[config.mk]
export PLATFORM = sky130hd
export DESIGN_NAME = fetch_queue
export DESIGN_NICKNAME = d
export VERILOG_FILES = /design/src/rtl/fetch_queue.sv
export SDC_FILE = /design/constraint.sdc
export NUM_CORES = 1
export LEC_CHECK = 0
export CAP_MARGIN = 20
export CORE_UTILIZATION = 35
export DETAILED_ROUTE_END_ITERATION = 12
export GPL_TIMING_DRIVEN = 0
export PLACE_DENSITY_LB_ADDON = 0.1
export SYNTH_ARGS = -nofsm -noshare
export SYNTH_HDL_FRONTEND = slang
export SYNTH_SLANG_ARGS = --single-unit
[constraint.sdc]
create_clock -name clk -period 4.7 [get_ports clk]
set_clock_uncertainty 0.1 [all_clocks]
set_input_delay 0.705 -clock clk [delete_from_list [all_inputs] [get_ports clk]]
set_output_delay 0.705 -clock clk [all_outputs]
set_load 0.005 [all_outputs]
[src/rtl/fetch_queue.sv]
// Instruction fetch front end: a PC register driving instruction memory and a
// circular prefetch queue of {instr, pc_plus4} entries feeding decode.
module fetch_queue #(
  parameter int              ADDR_W   = 32,
  parameter int              INSTR_W  = 32,
  parameter int              DEPTH    = 4,
  parameter logic [ADDR_W-1:0] RESET_PC = '0
) (
  input  logic                     clk,
  input  logic                     rst_n,
  input  logic                     fetch_en,
  input  logic                     redirect,
  input  logic [ADDR_W-1:0]        redirect_pc,
  output logic [ADDR_W-1:0]        imem_addr,
  input  logic [INSTR_W-1:0]       imem_rdata,
  input  logic                     dec_ready,
  output logic                     out_valid,
  output logic [INSTR_W-1:0]       out_instr,
  output logic [ADDR_W-1:0]        out_pc_plus4,
  output logic [$clog2(DEPTH):0]   count
);

  localparam int PTR_W = $clog2(DEPTH);
  localparam int CNT_W = PTR_W + 1;

  logic [ADDR_W-1:0]  pc_reg, pc_next;
  logic [PTR_W-1:0]   head_reg, head_next;
  logic [PTR_W-1:0]   tail_reg, tail_next;
  logic [CNT_W-1:0]   count_reg, count_next;

  logic [INSTR_W-1:0] instr_mem [DEPTH];
  logic [ADDR_W-1:0]  pc4_mem   [DEPTH];

  logic [ADDR_W-1:0]  pc_plus4;
  logic               full;
  logic               pop;
  logic               push;

  assign pc_plus4 = pc_reg + ADDR_W'(4);
  assign full     = (count_reg == CNT_W'(DEPTH));
  assign pop      = out_valid & dec_ready;
  // A pop frees the head slot at the same edge, so a full queue can still accept.
  assign push     = fetch_en & ~redirect & (~full | pop);

  always_comb begin
    pc_next    = pc_reg;
    head_next  = head_reg;
    tail_next  = tail_reg;
    count_next = count_reg;
    if (redirect) begin
      pc_next    = redirect_pc;
      head_next  = '0;
      tail_next  = '0;
      count_next = '0;
    end else begin
      if (push) begin
        tail_next = tail_reg + PTR_W'(1);
        pc_next   = pc_plus4;
      end
      if (pop) begin
        head_next = head_reg + PTR_W'(1);
      end
      count_next = count_reg + CNT_W'(push) - CNT_W'(pop);
    end
  end

  always_ff @(posedge clk or negedge rst_n) begin
    if (!rst_n) begin
      pc_reg    <= RESET_PC;
      head_reg  <= '0;
      tail_reg  <= '0;
      count_reg <= '0;
    end else begin
      pc_reg    <= pc_next;
      head_reg  <= head_next;
      tail_reg  <= tail_next;
      count_reg <= count_next;
    end
  end

  // Entry storage needs no reset: stale slots are masked by out_valid.
  always_ff @(posedge clk) begin
    if (push) begin
      instr_mem[tail_reg] <= imem_rdata;
      pc4_mem[tail_reg]   <= pc_plus4;
    end
  end

  assign imem_addr    = pc_reg;
  assign count        = count_reg;
  assign out_valid    = (count_reg != '0);
  assign out_instr    = out_valid ? instr_mem[head_reg] : '0;
  assign out_pc_plus4 = out_valid ? pc4_mem[head_reg]   : '0;

endmodule

==> Word-level counts from Yosys, hierarchy flattened <==
Memories as Yosys holds them, arrays and structs flattened.
Cells that the tools add are included.
{ "classes": {"bitwise_logic": 6, "n_reduce_logical": 3, "n_addsub": 5, "eq_ne": 1, "mux": 11} }
{ "ops": {"columns": ["cell", "count"], "rows": [
  ["$mux 32", 4],
  ["$add 32x3->32 const B", 1],
  ["$mux 2", 4],
  ["$add 2x1->2 const B", 2],
  ["$reduce_bool 2->1", 2],
  ["$add 3x1->3", 1],
  ["$and 1x1->1", 3],
  ["$eq 3x3->1 const B", 1],
  ["$mux 3", 1],
  ["$reduce_bool 3->1", 1],
  ["$sub 3x1->3", 1],
  ["$mux 1", 2],
  ["$not 1->1", 2],
  ["$or 1x1->1", 1]
]} }
{ "totals": {"ff_bits": 39, "out_inout_bits": 100, "ramBits": 256, "wordCells": 32, "in_bits": 69, "n_memories": 2} }
{ "memory_table": {"columns": ["name", "words", "width", "read_ports", "rd_clocked_by_memory_dff", "write_ports", "line", "rtl"], "rows": [
  ["instr_mem", 4, 32, 1, 0, 1, "31", "logic [INSTR_W-1:0] instr_mem [DEPTH];"],
  ["pc4_mem", 4, 32, 1, 0, 1, "32", "logic [ADDR_W-1:0] pc4_mem [DEPTH];"]
]} }

==> Longest topological paths before layout <==
Gate-level depths: netlist of the first run.
{ "depth": {"ltp_word": 7, "depth_mapped": 13, "depth_no_buf": 11} }

==> Worst setup path after synthesis of the first run <==
OpenSTA, ideal clock, no wires.
{ "synth_path": {"kind": "input port to flip-flop", "startpoint": "input dec_ready", "endpoint": "memory instr_mem[0][0] (enable)", "setup_ps": 429, "arrival_time_ps": 3010, "t_required_ps": 4171, "n_path_buf": 2, "stages": 6, "setup_slack_ps": 1161, "path_cell_list": "or4b_1 > clkbuf_1 > nand2_1 > buf_2 > nor2_1 > and2_1"} }
{ "synth_between": {"elab_chain_cells": 5} }
{ "synth_rtl": {"columns": ["element", "line", "rtl"], "rows": [
  ["start: declaration", "16", "input logic dec_ready,"],
  ["$and 1x1->1", "41", "assign pop = out_valid & dec_ready;"],
  ["$or 1x1->1", "43", "assign push = fetch_en & ~redirect & (~full | pop);"],
  ["$and 1x1->1", "43", null],
  ["$mux 1", "83", "if (push) begin"],
  ["$mux 1 (implied by the code)", "84", "instr_mem[tail_reg] <= imem_rdata;"],
  ["end: declaration", "31", null]
]} }
No other way between the ends.

==> Worst setup path in the final report of the first run <==
{ "layout_path": {"startpoint": "register head_reg[1]", "endpoint": "output out_pc_plus4[13]"} }
{ "layout_between": {"elab_chain_cells": 2} }
{ "layout_rtl": {"columns": ["element", "line", "rtl"], "rows": [
  ["start: declaration", "27", "logic [PTR_W-1:0] head_reg, head_next;"],
  ["start signal: assignment", "75", "head_reg <= head_next;"],
  ["$mem_v2 4x32", null, null],
  ["$mux 32", "93", "assign out_pc_plus4 = out_valid ? pc4_mem[head_reg] : '0;"],
  ["end: declaration", "19", "output logic [ADDR_W-1:0] out_pc_plus4,"]
]} }
No other way between the ends.

==> results of run 1 <==
==> stage by stage <==
step	area, um2	hold slack [ns]
floorplan	12380	0.3094
global placement	14630	0.4367
detailed placement	14780	0.4541
CTS	15850	0.1006
global route	15850	0.1276
finish	15850	0.09699
==> worst paths after layout <==
check	end	slack, ns
min in group clk	pc4_mem[3][1]$_DFFE_PP_	0.47
max in group asynchronous	imem_addr[13]$_DFFE_PN0N_	3.87
min	imem_addr[17]$_DFFE_PN0N_	0.1
min reg2reg	pc4_mem[3][1]$_DFFE_PP_	0.47
max reg2reg	count[2]$_DFF_PN0_	1.09
max	out_pc_plus4[13]	0.80
==> power by group <==
part	leakage [nW]	total [mW]	internal (mW)	switching [mW]
clock	0.520	2.53	1.51	1.03
sequential	2.79	3.13	3.03	0.0977
combinational	1.89	2.18	1.23	0.947
total	5.19	7.84	5.77	2.07
==> cell type report <==
type	instances	area [um2]	area share [%]
clock buffer	42	880.8	5.557
buffer	45	192.7	1.216
timing repair buffer	173	1814	11.45
sequential	295	8663	54.65
multi-input combinational	375	3513	22.16
inverter	8	30.03	0.1894
clock inverter	19	187.7	1.184
tap	455	569.3	3.591
==> cell usage after synthesis, types with 7 or more instances <==
library cell  instances  area [um2]
a31oi_1              13       81.33
and2_1               70       437.9
and4_1                9       78.83
buf_2                13       65.06
clkbuf_1             26       97.59
dfrtp_1              39       975.9
edfxtp_1            256        7687
ha_1                  7       87.58
mux4_2               64        1441
nand2_1              31       116.4
nand3_1              13       65.06
nand4_1              16       100.1
nor2_1               32       120.1
o21ai_0              10       50.05
o31ai_1               9       67.56
or4_1                17       127.6
xnor2_1              24       210.2
xor2_1               17       148.9
==> metal layers <==
layer,track usage (%),share of wire (%),vias up
met5,0,0,-
met4,4.622,1.9,0
met3,3.191,5.4,45
met2,26.29,47,215
met1,24.65,46,3659
li1,-,-,3269
==> cell families after synthesis <==
family | count (synthesis)
simple gates | 213
mux | 69
flops | 295
xor+xnor | 41
buf+inv | 53
compound gates | 44
fa+ha+maj | 8
==> impl_metrics.csv, run 1 <==
group,metric,value,unit
layout,final_cells,1412,
floorplan,die_h,190.1,um
status,status,"complete, no violations",
sta,min_period_over_period,83.02,%
critical_path,r2r_start,"count[1]$_DFF_PN0_",
detailed_routing,drtIter0Drc,348,
layout,diodes,0,
detailed_routing,routed_wl,30.11,mm
sta,fin_ws,0.7980,ns
pwr,ir_drop,0.0002253,V
layout,post-route-util,45.66,%
layout,nNetsFinal,1009,
synth,synthCells,723,
sta,maxSlewViolCount,0,
clock_tree,htreeDepth,2,
synth,syn-num-nets,800,
detailed_routing,ant_nets,0,
clock_tree,cts_tree,"built",
floorplan,die_w,190.1,um
flow_run,max_cap_violations,0,
placement,post-place-cells,1351,
synth,synth_compound_area_share,2.415,%
critical_path,critPathTopFamily,"buffers and inverters",
min_path,hold_class,"primary input to async pin",
floorplan,rows,68,
detailed_routing,drc,0,
placement,pre_cts_ws,0.4484,ns
synth,syn_area,12380,um2
critical_path,crit_chain,"clkbuf_1 > clkbuf_1 > mux4_2 > and2_1 > clkdlybuf4s50_1",
synth,synth_top_family_by_area,"multiplexers",
synth,ys_seq_area_share,69.96,%
sta,fmax,0.2563,GHz
placement,numPortBuffers,168,
clock_tree,cts_buffers,34,
critical_path,worst_ep_required_time,3.89,ns
pwr,total_power,7.842,mW
floorplan,start_util,35.67,%
critical_path,worst_setup_path_end_kind,"primary output",
clock_tree,hold_buffers,0,
global_routing,grt_pass1_wl,46.02,mm
sta,relSlewSlack,27.81,%
global_routing,grt_pass1_vias,7473,
critical_path,cpMostUsedCell,"clkbuf_1",
critical_path,path_max_fanout,10,
synth,yosys_warnings,0,
critical_path,cp-start-kind,"flip-flop",
sta,rsz0062_at_grt,"false",
detailed_routing,drtPass1Iterations,4,
synth,synth_seq_cells,295,
synth,synth_xor_area_share,2.900,%
critical_path,max_stage_delay,0.65,ns
global_routing,overflow,0,
synth,synth_adder_area_share,0.8690,%
global_routing,grt_max_degree,42,
synth,synth_edf_count,256,
layout,final_common_cell,"edfxtp_1",
sta,min_period,3.902,ns
placement,dp_hpwl,19.62,mm
floorplan,io_pins,169,
layout,fill_cells,3057,
critical_path,path_buf_inv,3,
pwr,p_leak,5.194,nW
layout,drive_above_1_share,15.36,%
floorplan,coreArea,34710,um2
detailed_routing,vias_per_cell,5.091,
synth,syn_avg_cell_area,17.13,um2
critical_path,slowest_stage,"clkbuf_1",
pwr,power_density,494.7,nW/um2
placement,gp_congestion,0.7959,
layout,final_cell_mix,"256 x edfxtp_1, 167 x clkdlybuf4s50_1, 66 x and2_1",
floorplan,die-area,36140,um2
clock_tree,ctsResizeCount,0,
detailed_routing,num_vias,7188,
clock_tree,post_cts_buffers,0,
critical_path,worstPathArrival,3.10,ns
clock_tree,clk_pin_slew,0.06,ns
critical_path,reg2regPathDepth,13,
global_routing,grt_usage,17.06,%
clock_tree,clk-insertion-delay-late,0.52,ns
layout,area_growth_syn_to_layout,28.01,%
detailed_routing,routedWlPerCell,21.32,um
sta,worst_pin_slew,1.080,ns
clock_tree,clock-root-buffer,"clkbuf_16",
synth,yosysUniqueCellTypes,46,
synth,ys.flop_type,"edfxtp_1",
sta,final_hold_viol_count,0,
synth,synth_simple_gate_area_share,9.983,%
sta,setup_viol,0,
clock_tree,clock_path_buffers,3,
global_routing,antenna_found_initial,0,
sta,finalSetupTns,0,ns
critical_path,crit_path_start,"head_reg[1]$_DFFE_PN0P_",
synth,synthArstFlopShare,13.22,%
critical_path,crit_type,"flip-flop to primary output",
critical_path,crit_cells,5,
synth,muxShareOfSynthArea,12.07,%
clock_tree,clock_sinks,295,
(Power assumes the default switching activity.)
==> run 2, diff against run 1 <==
- clock period: 4.7 -> 3.51 ns (I/O delays scaled with it)
==> run 2 against run 1 <==
Routed wire length increased by 0.17%. Critical path depth unchanged. Power grew 34%. Sequential cell count stayed put. Die area is the same. Clock power rose by 34%. Non-clock buffer count grew 1. Register-to-register slack got worse by 0.90 ns. Combinational power up 35%. Sequential share of layout area is 0.19 points lower. Final cell count hardly changed. Largest cell class unchanged.
==> impl_metrics.csv, run 2 (same netlist as run 1, synthesis figures left out) <==
group,metric,value,unit
layout,multi_input_area,3521,um2
global_routing,grt_pass1_vias,7506,
global_routing,grt_usage,17.08,%
critical_path,worst_ep_required_time,2.88,ns
pwr,p_sw_share,26.34,%
sta,maxSlewViolCount,0,
critical_path,max_stage_delay,0.55,ns
critical_path,crit_cells,5,
layout,drive_above_1_share,16.39,%
detailed_routing,ant_nets,0,
floorplan,io_pins,169,
layout,fill_cells,3056,
detailed_routing,drtPass1Iterations,4,
layout,final_cell_mix,"256 x edfxtp_1, 167 x clkdlybuf4s50_1, 66 x and2_1",
pwr,p_leak,5.231,nW
sta,relSlewSlack,30.08,%
global_routing,overflow,0,
critical_path,r2r_start,"count[1]$_DFF_PN0_",
placement,dp_hpwl,19.62,mm
detailed_routing,routed_wl,30.16,mm
clock_tree,htreeDepth,2,
placement,numPortBuffers,168,
clock_tree,clk-insertion-delay-late,0.52,ns
min_path,hold_class,"primary input to async pin",
sta,fmax,0.2990,GHz
layout,final_common_cell,"edfxtp_1",
critical_path,critPathTopFamily,"buffers and inverters",
sta,whs,0.4513,ns
detailed_routing,drc,0,
layout,area_growth_syn_to_layout,28.46,%
critical_path,slowest_stage,"clkbuf_1",
critical_path,reg2reg_to,"count[2]$_DFF_PN0_",
floorplan,die_h,190.1,um
critical_path,critPathCapture,"out_instr[21]",
pwr,p_int,7.759,mW
detailed_routing,num_vias,7238,
floorplan,rows,68,
flow_run,max_cap_violations,0,
sta,final_hold_viol_count,0,
pwr,seqPwrFrac,39.8,%
pwr,power_density,662.2,nW/um2
floorplan,coreArea,34710,um2
clock_tree,post_cts_buffers,0,
sta,min_period_over_period,95.29,%
placement,gp_congestion,0.7959,
pwr,comb_power_share,28.0,%
pwr,ir_drop,0.0003017,V
global_routing,grt_max_degree,42,
critical_path,path_buf_inv,3,
critical_path,crit_chain,"clkbuf_2 > clkbuf_1 > mux4_2 > and2_1 > clkdlybuf4s50_1",
sta,setup_viol,0,
clock_tree,clock_sinks,295,
pwr,total_power,10.53,mW
detailed_routing,drtIter0Drc,368,
detailed_routing,vias_per_cell,5.122,
critical_path,reg2regPathDepth,13,
layout,nNetsFinal,1010,
clock_tree,clock_path_buffers,3,
layout,register_area,8663,um2
critical_path,path_max_fanout,10,
sta,rsz0062_at_grt,"false",
pwr,power_switching,2.775,mW
clock_tree,clk_pin_slew,0.06,ns
critical_path,crit_path_start,"head_reg[1]$_DFFE_PN0P_",
layout,diodes,0,
pwr,clkPwrFrac,32.2,%
detailed_routing,routedWlPerCell,21.34,um
status,status,"complete, no violations",
global_routing,antenna_found_initial,0,
global_routing,grt_pass1_wl,46.11,mm
sta,finalSetupTns,0,ns
critical_path,worst_setup_path_end_kind,"primary output",
critical_path,worstPathArrival,2.72,ns
clock_tree,cts_tree,"built",
floorplan,die-area,36140,um2
critical_path,r2r_slack,0.19,ns
floorplan,start_util,35.67,%
clock_tree,clock-root-buffer,"clkbuf_16",
sta,min_period,3.345,ns
critical_path,cp-start-kind,"flip-flop",
floorplan,die_w,190.1,um
sta,worst_pin_slew,1.046,ns
clock_tree,cts_buffers,34,
critical_path,crit_type,"flip-flop to primary output",
run 2: cell count changes in the layout (fill, tap and decap cells not counted):
cell	change
clkbuf_2	+6
buf_2	-5
buf_4	+5
clkbuf_1	-5
buf_1	-4
clkdlybuf4s15_2	+2
clkbuf_4	+1
dlygate4sd3_1	+1
nand2_1	-1
nand2_4	+1
run 2: through the flow:
stage / cell area, um2 / instances / worst slack (ns) / util [%]
6_report: 15910 / 1413 / 0.1655 / 45.83
5_1_grt: 15910 / 1413 / 0.01579 / 45.83
4_1_cts: 15900 / 1413 / 0.04856 / 45.80
2_1_floorplan: 12380 / 723 / 0.1494 / -
3_3_place_gp: 14630 / 1346 / -2.547 / 42.16
3_5_place_dp: 14780 / 1351 / -0.5631 / 42.59
run 2: per-layer routing:
layer | wire (um) | GRT usage [%] | up-vias
li1 | - | - | 3277
met1 | 13780 | 24.57 | 3709
met2 | 14120 | 26.46 | 207
met3 | 1696 | 3.191 | 45
met4 | 566 | 4.622 | 0
met5 | 0 | 0 | -
run 2: power groups by stage:
stage	clock network [mW]	logic [mW]	registers (mW)
3_5_place_dp	0	3.00	4.27
3_3_place_gp	0	2.98	4.28
5_1_grt	3.62	3.23	4.22
2_1_floorplan	0	1.43	4.23
6_report	3.39	2.95	4.19
4_1_cts	3.49	3.05	4.20
run 2: worst register-to-register path: cells and delay by family, from the launching register on:
family | cells | cell delay (ns)
adders and majority gates | 3 | 0.72
and+or+nand+nor | 4 | 0.99
buffers and inverters | 5 | 0.72
xor gates and xnor gates | 1 | 0.19
DFF | 1 | 0.46
run 2: final cells by class:
| type | instances | area share (%) |
|---|---|---|
| plain buffers | 45 | 1.455 |
| clock buffers | 42 | 5.537 |
| clock inverters | 19 | 1.180 |
| inverters | 8 | 0.1888 |
| multi-input cells | 375 | 22.13 |
| flip-flops and latches | 295 | 54.46 |
| well taps | 455 | 3.579 |
| repair buffers | 174 | 11.47 |
run 2: timing repair:
action	in CTS	in global routing
hold buffers	1	0
endpoints found under the setup margin	60	5
resized for setup	15	5
hold endpoints to repair	18	0
run 2: worst min-delay path by stage:
| stage | start | end | slack, ns | cells after the start |
|---|---|---|---|---|
| 3_5_place_dp | imem_addr[1]$_DFFE_PN0P_ | pc4_mem[3][1]$_DFFE_PP_ | 0.45 | 0 |
| 4_1_cts | rst_n | imem_addr[30]$_DFFE_PN0N_ | 0.45 | 2 |
| 3_3_place_gp | imem_addr[0]$_DFFE_PN0P_ | pc4_mem[2][0]$_DFFE_PP_ | 0.44 | 0 |
| 5_1_grt | redirect_pc[12] | imem_addr[12]$_DFFE_PN0N_ | 0.48 | 3 |
| 2_1_floorplan | rst_n | count[0]$_DFF_PN0_ | 0.13 | 0 |
| 6_report | rst_n | imem_addr[17]$_DFFE_PN0N_ | 0.45 | 2 |
==> run 3, diff against run 2 <==
- ABC_AREA: unset -> 0
- CORE_MARGIN: unset -> 3
==> run 3 against run 2 <==
Clock-buffer cell count up 2. Clock power up 4%. Sequential cell count unchanged. Routed wire length up 1.7%. Critical path depth unchanged. Power up 1.5%. Register-to-register slack better by 0.06 ns. Via count down 0.33%. Hold slack better by 0.012 ns. Largest cell class unchanged. Combinational power about the same. Final cell count up 0.14%.
==> impl_metrics.csv, run 3 (same netlist as run 1, synthesis figures left out) <==
group,metric,value,unit
critical_path,path_max_fanout,10,
pwr,power_switching,2.766,mW
clock_tree,clock-root-buffer,"clkbuf_16",
sta,min_period,3.318,ns
sta,fmax,0.3014,GHz
pwr,clkPwrFrac,33.2,%
detailed_routing,ant_nets,0,
status,status,"complete, no violations",
critical_path,worstPathArrival,2.69,ns
global_routing,overflow,0,
sta,rsz0062_at_grt,"false",
layout,area_growth_syn_to_layout,29.01,%
clock_tree,clock_path_buffers,3,
sta,min_period_over_period,94.52,%
detailed_routing,vias_per_cell,5.098,
global_routing,grt_usage,16.14,%
placement,post-place-cells,1351,
layout,fin_area,15980,um2
detailed_routing,num_vias,7214,
critical_path,crit_chain,"buf_4 > clkbuf_4 > mux4_2 > and2_1 > clkdlybuf4s50_1",
global_routing,antenna_found_initial,2,
clock_tree,htreeDepth,2,
detailed_routing,drtPass1Iterations,5,
placement,place_area,14780,um2
clock_tree,cts_buffers,35,
floorplan,die_h,194.1,um
sta,worst_pin_slew,0.9377,ns
floorplan,die_w,194.1,um
critical_path,crit_type,"flip-flop to primary output",
clock_tree,clk_pin_slew,0.06,ns
detailed_routing,drtIter0Drc,421,
placement,gp_congestion,0.7740,
critical_path,cp-start-kind,"flip-flop",
floorplan,io_pins,169,
pwr,comb_power_share,27.6,%
pwr,p_int,7.923,mW
flow_run,max_cap_violations,0,
layout,final_common_cell,"edfxtp_1",
min_path,hold_class,"primary input to async pin",
placement,dp_hpwl,20.11,mm
global_routing,grt_pass1_wl,46.95,mm
pwr,p_sw_share,25.88,%
layout,drive_above_1_share,17.00,%
sta,finalSetupTns,0,ns
sta,final_hold_viol_count,0,
clock_tree,clock_sinks,295,
floorplan,start_util,35.67,%
detailed_routing,routed_wl,30.68,mm
sta,maxSlewViolCount,0,
critical_path,max_stage_delay,0.52,ns
layout,nNetsFinal,1011,
layout,final_cell_mix,"256 x edfxtp_1, 167 x clkdlybuf4s50_1, 66 x and2_1",
global_routing,grt_max_degree,46,
layout,final_cells,1415,
placement,numPortBuffers,168,
clock_tree,post_cts_buffers,0,
sta,relSlewSlack,37.32,%
floorplan,coreArea,34710,um2
pwr,ir_drop,0.0004089,V
pwr,power_density,669.1,nW/um2
critical_path,worst_ep_required_time,2.88,ns
floorplan,die-area,37670,um2
sta,setup_viol,0,
pwr,seqPwrFrac,39.2,%
pwr,p_leak,5.270,nW
clock_tree,cts_tree,"built",
detailed_routing,routedWlPerCell,21.68,um
floorplan,rows,68,
detailed_routing,drc,0,
global_routing,grt_pass1_vias,7577,
critical_path,worst_setup_path_end_kind,"primary output",
critical_path,slowest_stage,"mux4_2",
clock_tree,clk-insertion-delay-late,0.50,ns
-- run 3: cell count changes in the layout (fill, tap and decap cells not counted), moves of 2 or more --
cell	previous run	this run
clkbuf_1	29	24
clkbuf_16	34	37
clkbuf_8	0	2
inv_6	3	0
-- run 3: path summary, 6_finish.rpt --
kind                                     startpoint                         to  slack [ns]  cells after the start
setup / recovery            head_reg[0]$_DFFE_PN0P_           out_pc_plus4[12]        0.19                      5
hold / removal                                rst_n  imem_addr[20]$_DFFE_PN0N_        0.46                      2
setup reg to reg                 count[1]$_DFF_PN0_         count[2]$_DFF_PN0_        0.25                     13
hold reg to reg            imem_addr[1]$_DFFE_PN0P_    pc4_mem[2][1]$_DFFE_PP_        0.47                      0
max in group asynchronous                     rst_n    head_reg[1]$_DFFE_PN0P_        2.31                      3
min in group clk           imem_addr[1]$_DFFE_PN0P_    pc4_mem[2][1]$_DFFE_PP_        0.47                      0
-- run 3: layout make-up --
| type | instances | area (um2) |
|---|---|---|
| Inverter | 8 | 30.03 |
| Timing Repair Buffer | 174 | 1817 |
| Clock buffer | 44 | 972.2 |
| Buffer | 45 | 234.0 |
| Clock inverter | 18 | 166.4 |
| Fill cell | 3091 | 18740 |
| Tap cell | 455 | 569.3 |
| Multi-Input combinational cell | 375 | 3521 |
| Antenna cell | 1 | 2.502 |
| Sequential cell | 295 | 8663 |
-- run 3: critical path: cells and delay by family, from the launching register on --
kind,cells,cell delay [ns]
DFF,1,0.40
muxes,1,0.52
and+or+nand+nor,1,0.20
buffers and inverters,3,1.06
-- run 3: power groups by stage --
| stage | Clock (mW) | Sequential [mW] | Combinational [mW] |
|---|---|---|---|
| after detailed placement | 0 | 4.26 | 3.00 |
| after global routing | 3.82 | 4.21 | 3.23 |
| after CTS | 3.66 | 4.19 | 3.04 |
| after global placement | 0 | 4.28 | 2.98 |
| after floorplan | 0 | 4.23 | 1.43 |
| final | 3.54 | 4.19 | 2.95 |
-- run 3: stage by stage --
step | utilization, % | worst slack (ns) | total power, mW | hold WS [ns]
after floorplan | - | 0.1494 | 5.664 | 0.1309
after global placement | 42.16 | -2.557 | 7.262 | 0.4349
after detailed placement | 42.56 | -0.5857 | 7.263 | 0.4432
after CTS | 45.97 | 0.005688 | 10.89 | 0.4464
after global routing | 46.02 | 0.0003333 | 11.26 | 0.4739
final | 46.02 | 0.1923 | 10.69 | 0.4635
-- run 3: what timing repair did --
action	in CTS	in global routing
endpoints found under the hold margin	18	0
endpoints found under the setup margin	60	19
resized for setup	16	7
hold buffers	1	0
-- run 3: per-layer routing --
metal	routed length (um)	GRT usage (%)
met1	14170	23.20
met4	608	3.644
met3	1475	3.388
met2	14410	25.52
met5	13	0
